File: config.mk
export PLATFORM = sky130hd
export DESIGN_NAME = rf_write_arbiter_flat
export DESIGN_NICKNAME = d
export VERILOG_FILES = /design/src/rtl/rf_write_arbiter_if.sv /design/src/rtl/rf_write_arbiter.sv /design/src/flat_wrapper.sv
export SDC_FILE = /design/constraint.sdc
export NUM_CORES = 1
export LEC_CHECK = 0
export ABC_AREA = 1
export ABC_CLOCK_PERIOD_IN_PS = 1400
export CORE_MARGIN = 8
export CORE_UTILIZATION = 43
export CTS_CLUSTER_SIZE = 12
export DETAILED_ROUTE_END_ITERATION = 8
export GPL_TIMING_DRIVEN = 0
export PLACE_DENSITY = 0.79
export SLEW_MARGIN = 5
export SYNTH_ARGS = -nofsm -noshare
export SYNTH_HDL_FRONTEND = slang
export SYNTH_SLANG_ARGS = --single-unit
File: constraint.sdc
create_clock -name clk -period 1.4 [get_ports clk]
set_input_delay 0.42 -clock clk [delete_from_list [all_inputs] [get_ports clk]]
set_output_delay 0.42 -clock clk [all_outputs]
set_load 0.05 [all_outputs]
File: src/rtl/rf_write_arbiter_if.sv
// Two writeback request channels (ALU, load) plus the register-file write port they share.
// The master side drives requests; the slave side arbitrates and drives the register-file write.
interface rf_write_arbiter_if #(
  parameter int DATA_W = 16,
  parameter int ADDR_W = 4
);
  logic              req0_valid;
  logic [ADDR_W-1:0] req0_reg;
  logic [DATA_W-1:0] req0_data;
  logic              req0_ready;

  logic              req1_valid;
  logic [ADDR_W-1:0] req1_reg;
  logic [DATA_W-1:0] req1_data;
  logic              req1_ready;

  logic              rf_we;
  logic [ADDR_W-1:0] rf_wreg;
  logic [DATA_W-1:0] rf_wdata;
  logic              inflight;
  logic [7:0]        conflicts;

  modport master (
    output req0_valid, req0_reg, req0_data,
    input  req0_ready,
    output req1_valid, req1_reg, req1_data,
    input  req1_ready,
    input  rf_we, rf_wreg, rf_wdata, inflight, conflicts
  );

  modport slave (
    input  req0_valid, req0_reg, req0_data,
    output req0_ready,
    input  req1_valid, req1_reg, req1_data,
    output req1_ready,
    output rf_we, rf_wreg, rf_wdata, inflight, conflicts
  );
endinterface

File: src/rtl/rf_write_arbiter.sv
// Round-robin share of the register-file write port between ALU and load writeback; 1-cycle latency.
// Backpressure: a losing source sees ready=0 and must hold valid/reg/data; nothing is buffered here.
module rf_write_arbiter #(
  parameter int DATA_W = 16,
  parameter int ADDR_W = 4
) (
  input  logic               clk,
  input  logic               rst,
  rf_write_arbiter_if.slave  bus
);
  logic              rr;
  logic              both_vld;
  logic              rdy0;
  logic              rdy1;
  logic              xfer0;
  logic              xfer1;
  logic              we_q;
  logic [ADDR_W-1:0] wreg_q;
  logic [DATA_W-1:0] wdata_q;
  logic [7:0]        conflicts_q;

  assign both_vld = bus.req0_valid & bus.req1_valid;

  // Each ready looks only at the other source's valid, so a source never sees its own valid loop back.
  assign rdy0  = !rst && (!bus.req1_valid || !rr);
  assign rdy1  = !rst && (!bus.req0_valid ||  rr);
  assign xfer0 = bus.req0_valid & rdy0;
  assign xfer1 = bus.req1_valid & rdy1;

  always_ff @(posedge clk) begin
    if (rst) begin
      rr          <= 1'b0;
      we_q        <= 1'b0;
      wreg_q      <= '0;
      wdata_q     <= '0;
      conflicts_q <= '0;
    end else begin
      we_q <= 1'b0;
      // Register 0 is hardwired: the write is consumed but never reaches the file.
      if (xfer0) begin
        if (bus.req0_reg != '0) begin
          we_q    <= 1'b1;
          wreg_q  <= bus.req0_reg;
          wdata_q <= bus.req0_data;
        end
      end else if (xfer1) begin
        if (bus.req1_reg != '0) begin
          we_q    <= 1'b1;
          wreg_q  <= bus.req1_reg;
          wdata_q <= bus.req1_data;
        end
      end

      if (both_vld) begin
        rr <= ~rr;
        if (conflicts_q != 8'hFF) begin
          conflicts_q <= conflicts_q + 8'd1;
        end
      end
    end
  end

  assign bus.req0_ready = rdy0;
  assign bus.req1_ready = rdy1;
  assign bus.rf_we      = we_q;
  assign bus.rf_wreg    = wreg_q;
  assign bus.rf_wdata   = wdata_q;
  assign bus.inflight   = we_q;
  assign bus.conflicts  = conflicts_q;
endmodule

File: src/flat_wrapper.sv
// flat-port wrapper written by rule: the top's interface ports become plain ports
module rf_write_arbiter_flat 
#(
  parameter int DATA_W = 16,
  parameter int ADDR_W = 4
)
  (clk, rst, bus_req0_valid, bus_req0_reg, bus_req0_data, bus_req0_ready, bus_req1_valid, bus_req1_reg, bus_req1_data, bus_req1_ready, bus_rf_we, bus_rf_wreg, bus_rf_wdata, bus_inflight, bus_conflicts);
  rf_write_arbiter_if #(.DATA_W(DATA_W), .ADDR_W(ADDR_W)) bus_i ();
  input  logic clk;
  input  logic rst;
  input wire logic [$bits(bus_i.req0_valid)-1:0] bus_req0_valid;
  input wire logic [$bits(bus_i.req0_reg)-1:0] bus_req0_reg;
  input wire logic [$bits(bus_i.req0_data)-1:0] bus_req0_data;
  output wire logic [$bits(bus_i.req0_ready)-1:0] bus_req0_ready;
  input wire logic [$bits(bus_i.req1_valid)-1:0] bus_req1_valid;
  input wire logic [$bits(bus_i.req1_reg)-1:0] bus_req1_reg;
  input wire logic [$bits(bus_i.req1_data)-1:0] bus_req1_data;
  output wire logic [$bits(bus_i.req1_ready)-1:0] bus_req1_ready;
  output wire logic [$bits(bus_i.rf_we)-1:0] bus_rf_we;
  output wire logic [$bits(bus_i.rf_wreg)-1:0] bus_rf_wreg;
  output wire logic [$bits(bus_i.rf_wdata)-1:0] bus_rf_wdata;
  output wire logic [$bits(bus_i.inflight)-1:0] bus_inflight;
  output wire logic [$bits(bus_i.conflicts)-1:0] bus_conflicts;
  assign bus_i.req0_valid = bus_req0_valid;
  assign bus_i.req0_reg = bus_req0_reg;
  assign bus_i.req0_data = bus_req0_data;
  assign bus_req0_ready = bus_i.req0_ready;
  assign bus_i.req1_valid = bus_req1_valid;
  assign bus_i.req1_reg = bus_req1_reg;
  assign bus_i.req1_data = bus_req1_data;
  assign bus_req1_ready = bus_i.req1_ready;
  assign bus_rf_we = bus_i.rf_we;
  assign bus_rf_wreg = bus_i.rf_wreg;
  assign bus_rf_wdata = bus_i.rf_wdata;
  assign bus_inflight = bus_i.inflight;
  assign bus_conflicts = bus_i.conflicts;
  rf_write_arbiter #(.DATA_W(DATA_W), .ADDR_W(ADDR_W)) u_core (.clk(clk), .rst(rst), .bus(bus_i));
endmodule
# Word-level counts from Yosys, hierarchy flattened
# Index checks and enable logic that the tools add are counted.
[word_totals]
register_bits = 30
input_bits = 44
output_inout_bits = 32
word_cells = 38
[op_classes]
n_addsub = 1
n_eq_ne = 2
n_mux = 12
bitwise = 4
reduce_logical = 14
[ops]
columns = ["operator", "count"]
rows = [
  ["16-bit two-way mux", 4],
  ["4-bit two-way mux", 4],
  ["8-bit by 1-bit adder with 8-bit output (second input constant)", 1],
  ["8-bit inequality test (second input constant)", 1],
  ["4-bit nonzero test", 2],
  ["1-bit logical NOT", 4],
  ["1-bit two-way mux", 4],
  ["2-bit nonzero test", 2],
  ["1-bit bitwise AND", 3],
  ["3-bit AND reduction", 1],
  ["1-bit logical AND", 2],
  ["1-bit logical OR", 2],
  ["2-bit inequality test (second input constant)", 1],
  ["2-bit AND reduction", 1],
  ["1-bit inverter", 1],
]

# Logic depth before layout (Yosys ltp)
# Gate-level depths: netlist of run 1.
[depth]
word_depth = 6
depth_mapped = 9
mapped_depth_nobuf = 8

# Worst setup path before layout of run 1
# Ideal clock, no wire load.
[synth_path]
path_kind = "input-to-reg"
start = "input rst"
end = "register u_core.wdata_q[0], in the netlist u_core.bus.rf_wdata[0]"
t_arrival_ps = 1589
path_slack_ps = -304
path_stages = 6
n_path_buf = 2
path_cell_list = "buf_6 -> a21oi_2 -> nand3_2 -> buf_2 -> a21oi_1 -> nor2_1"
[synth_between]
elab_chain_len = 5
[synth_rtl]
columns = ["element", "line", "source"]
rows = [
  ["start, declared", "flat_wrapper.sv:10", "input logic rst;"],
  ["1-bit logical NOT", "rf_write_arbiter.sv:26", "assign rdy1 = !rst && (!bus.req0_valid || rr);"],
  ["1-bit logical AND", "rf_write_arbiter.sv:26", ""],
  ["via bus_req1_ready", "flat_wrapper.sv:18", "output wire logic [$bits(bus_i.req1_ready)-1:0] bus_req1_ready;"],
  ["1-bit bitwise AND", "rf_write_arbiter.sv:28", "assign xfer1 = bus.req1_valid & rdy1;"],
  ["2-bit nonzero test (no line)", "--", ""],
  ["3-bit AND reduction (no line)", "--", ""],
  ["end signal, assigned", "rf_write_arbiter.sv:44", "wdata_q <= bus.req0_data;"],
  ["end signal, assigned", "rf_write_arbiter.sv:50", "wdata_q <= bus.req1_data;"],
  ["end, declared", "rf_write_arbiter.sv:19", "logic [DATA_W-1:0] wdata_q;"],
]
# The timed path passes the listed nets, and every way through them passes these cells.
# A chain may end at the register's enable or synchronous reset.

# Worst setup path in the final report of run 1
[layout_path]
start = "register u_core.rr"
end = "output bus_req1_ready"
[layout_between]
elab_chain_len = 2
[layout_rtl]
columns = ["element", "line", "source"]
rows = [
  ["start, declared", "rf_write_arbiter.sv:11", "logic rr;"],
  ["start signal, assigned", "rf_write_arbiter.sv:55", "rr <= ~rr;"],
  ["1-bit logical OR", "rf_write_arbiter.sv:26", ""],
  ["1-bit logical AND", "rf_write_arbiter.sv:26", ""],
  ["end, declared", "flat_wrapper.sv:18", ""],
]
# Every way passes these cells.

==> impl_metrics.toml, run 1 <==
[run_status]
outcome = "complete, but fails checks"
violations = "negative setup slack"

[synth]
avgSynthCellArea_um2 = 6.35
ys_seq_elements = 30
netlist_area_mm2 = 0.00185
synth_top_flop_cell = "dfxtp_1"
synth_cell_type_count = 23
ys_warn_count = 0
synth_edf_count = 0
synthCells = 291
async_flop_share = 0
synth_nets = 336
yosysSeqAreaShare = 0.325

[pwr]
powerDensity_mw_per_mm2 = 878
ir_drop_uv = 666
finalPower_mw = 2.60
leakage_nw = 1.56

[drt]
postRouteAntennaNets = 0
first_pass_iters = 4
drt-total-wl_mm = 6.51
drt-vias-per-instance = 5.10
drc = 0
wl_per_cell_um = 15.0
via_count = 2214
first_iter_violations = 64

[clock_network]
insertion_delay_ns = 0.28
clk_pin_slew_ns = 0.06
cts.root.buffer_cell = "clkbuf_8"
htree_levels = 2
numCtsBuffers = 5
hold_buffers = 0
cts_tree = "done"
cts_sinks = 30
cts_max_path_buffers = 2

[timing]
worst_pin_slew_ns = 0.492
skew_ns = 0.00729
setup_viol = 2
whs_ns = 0.327
relSlewSlack = 0.672
worst_slack_ns = -0.0324
fin_crit_sh = 1.02
period_minus_slack_ns = 1.43
fmax_ghz = 0.698
drv_slew = 0
rsz0062_at_grt = "true"
final_hold_viol_count = 0

[global_route]
antenna_found_initial = 0
grtUsageTotal = 0.171
grt_remaining_overflow = 0
grt_max_degree = 11
grt_pass1_vias = 1962
grt_pass1_wl_mm = 9.09

[flow_run]
drv_cap = 0

[floorplan]
io_pins = 76
coreArea_mm2 = 0.00423
start_util = 0.436
rows = 24
die_h_um = 81.6
die_w_um = 81.6
die-area_mm2 = 0.00665

[worst_setup_path]
cp.arrival_ns = 1.01
critPathCaptureType = "output port"
critPathKind = "flip-flop to output port"
critPathRequiredTime_ns = 0.98
critPathMaxFanout = 3
startpoint_type = "flip-flop"

[placement]
dp_cells = 417
port_buffers = 74
hpwl_mm = 4.31
routabilityCongestion = 0.804

[cells_and_area]
fin_nets = 426
diodes = 0
syn_to_final_growth_pct = 60.1
drive_gt1_frac = 0.280
layout.cells.non_filler = 434

[hold_path]
worstHoldPathType = "input port to flip-flop"
through the flow:
| stage | setup slack (ns) | util | TNS, ns | area (um2) |
|---|---|---|---|---|
| CTS | -0.123 | 0.651 | -0.242 | 2760 |
| finish | -0.0324 | 0.699 | -0.0445 | 2960 |
| floorplan | -0.0951 | - | -1.81 | 1930 |
| detailed placement | -1.12 | 0.646 | -21.33 | 2740 |
| global placement | -1.11 | 0.646 | -20.54 | 2740 |
| global route | -0.0769 | 0.699 | -0.235 | 2960 |
cells in the final DEF (no fill, tap or decap), types with 10 or more instances in the layout:
master	instances
a21oi_1	17
buf_2	36
clkdlybuf4s50_1	32
dfxtp_1	22
inv_1	28
nand2_1	83
nand3_1	19
nand3_2	10
nand4_1	23
nor2_1	34
sequential cells by signal, indices dropped and copies added (netlist names):
signal                flops
u_core.bus.conflicts      8
u_core.bus.inflight       1
u_core.bus.rf_wdata      16
u_core.bus.rf_wreg        4
u_core.rr                 1
cells in the mapped netlist (2+ instances only):
| library cell | instances | area share |
|---|---|---|
| buf_6 | 3 | 0.018 |
| inv_1 | 29 | 0.059 |
| inv_2 | 2 | 0.0041 |
| nand2_1 | 87 | 0.18 |
| buf_1 | 2 | 0.0041 |
| buf_2 | 11 | 0.030 |
| nand4_1 | 23 | 0.078 |
| nor2_1 | 34 | 0.069 |
| buf_4 | 3 | 0.012 |
| a21oi_1 | 25 | 0.068 |
| dfxtp_1 | 30 | 0.32 |
| nand3_1 | 20 | 0.054 |
| clkbuf_1 | 2 | 0.0041 |
| nand3_2 | 11 | 0.060 |
worst max-delay path, cell delays in order, from the launching register on:
cell	delay, ns
dfxtp_2	0.35
inv_2	0.05
a21oi_4	0.16
buf_8	0.17
what timing repair did:
action	CTS	global route
pin swaps	2	7
gates resized for setup	170	40
setup buffers	2	1
endpoints found under the setup margin	61	31
cloned	0	6
routing by layer:
layer	track usage	routed length, um	vias up
li1	-	-	1115
met1	0.214	2710	1012
met2	0.281	3220	75
met3	0.0350	457	12
met4	0.0625	120	0
met5	0	0	-
cell families (layout without fill, tap and decap cells):
group,Yosys count,count (layout),synth area share
DFF,30,30,0.325
adders and majority gates,1,1,0.00677
buffers and inverters,53,143,0.137
and+or+nand+nor,179,180,0.451
xor gates and xnor gates,1,1,0.00474
AOI/OAI and AO/OA,27,27,0.0752
where the power goes:
group,internal [mW],total [mW],switching [mW]
Clock,0.396,0.721,0.325
Sequential,0.916,0.948,0.0325
Combinational,0.363,0.927,0.564
Total,1.68,2.60,0.922
path summary, 6_finish.rpt:
| kind | from | depth (start not counted) | end | slack (ns) |
|---|---|---|---|---|
| hold reg to reg | u_core.bus.conflicts[1] | 2 | u_core.bus.conflicts[1] | 0.49 |
| setup / recovery | u_core.rr | 3 | bus_req1_ready | -0.03 |
| setup reg to reg | u_core.rr | 7 | u_core.bus.rf_wreg[2] | 0.04 |
| hold / removal | rst | 2 | u_core.bus.conflicts[1] | 0.33 |
cell type report:
class	instances	area (um2)
well taps	52	65.1
inverters	32	130
flip-flops and latches	30	616
repair buffers	82	767
multi-input cells	209	1090
plain buffers	21	201
clock buffers	7	86.3
fillers	372	1270
clock inverters	1	5.00
(Power assumes the default switching activity.)
==> run 2: changes to the inputs <==
--- a/config.mk
+++ b/config.mk
@@ -7,9 +7,9 @@
 export LEC_CHECK = 0
 export ABC_AREA = 1
 export ABC_CLOCK_PERIOD_IN_PS = 1400
+export CAP_MARGIN = 20
 export CORE_MARGIN = 8
 export CORE_UTILIZATION = 43
-export CTS_CLUSTER_SIZE = 12
 export DETAILED_ROUTE_END_ITERATION = 8
 export GPL_TIMING_DRIVEN = 0
 export PLACE_DENSITY = 0.79
==> results of run 2 <==
No change in the layout: final DEF, timing and power equal those of run 1.
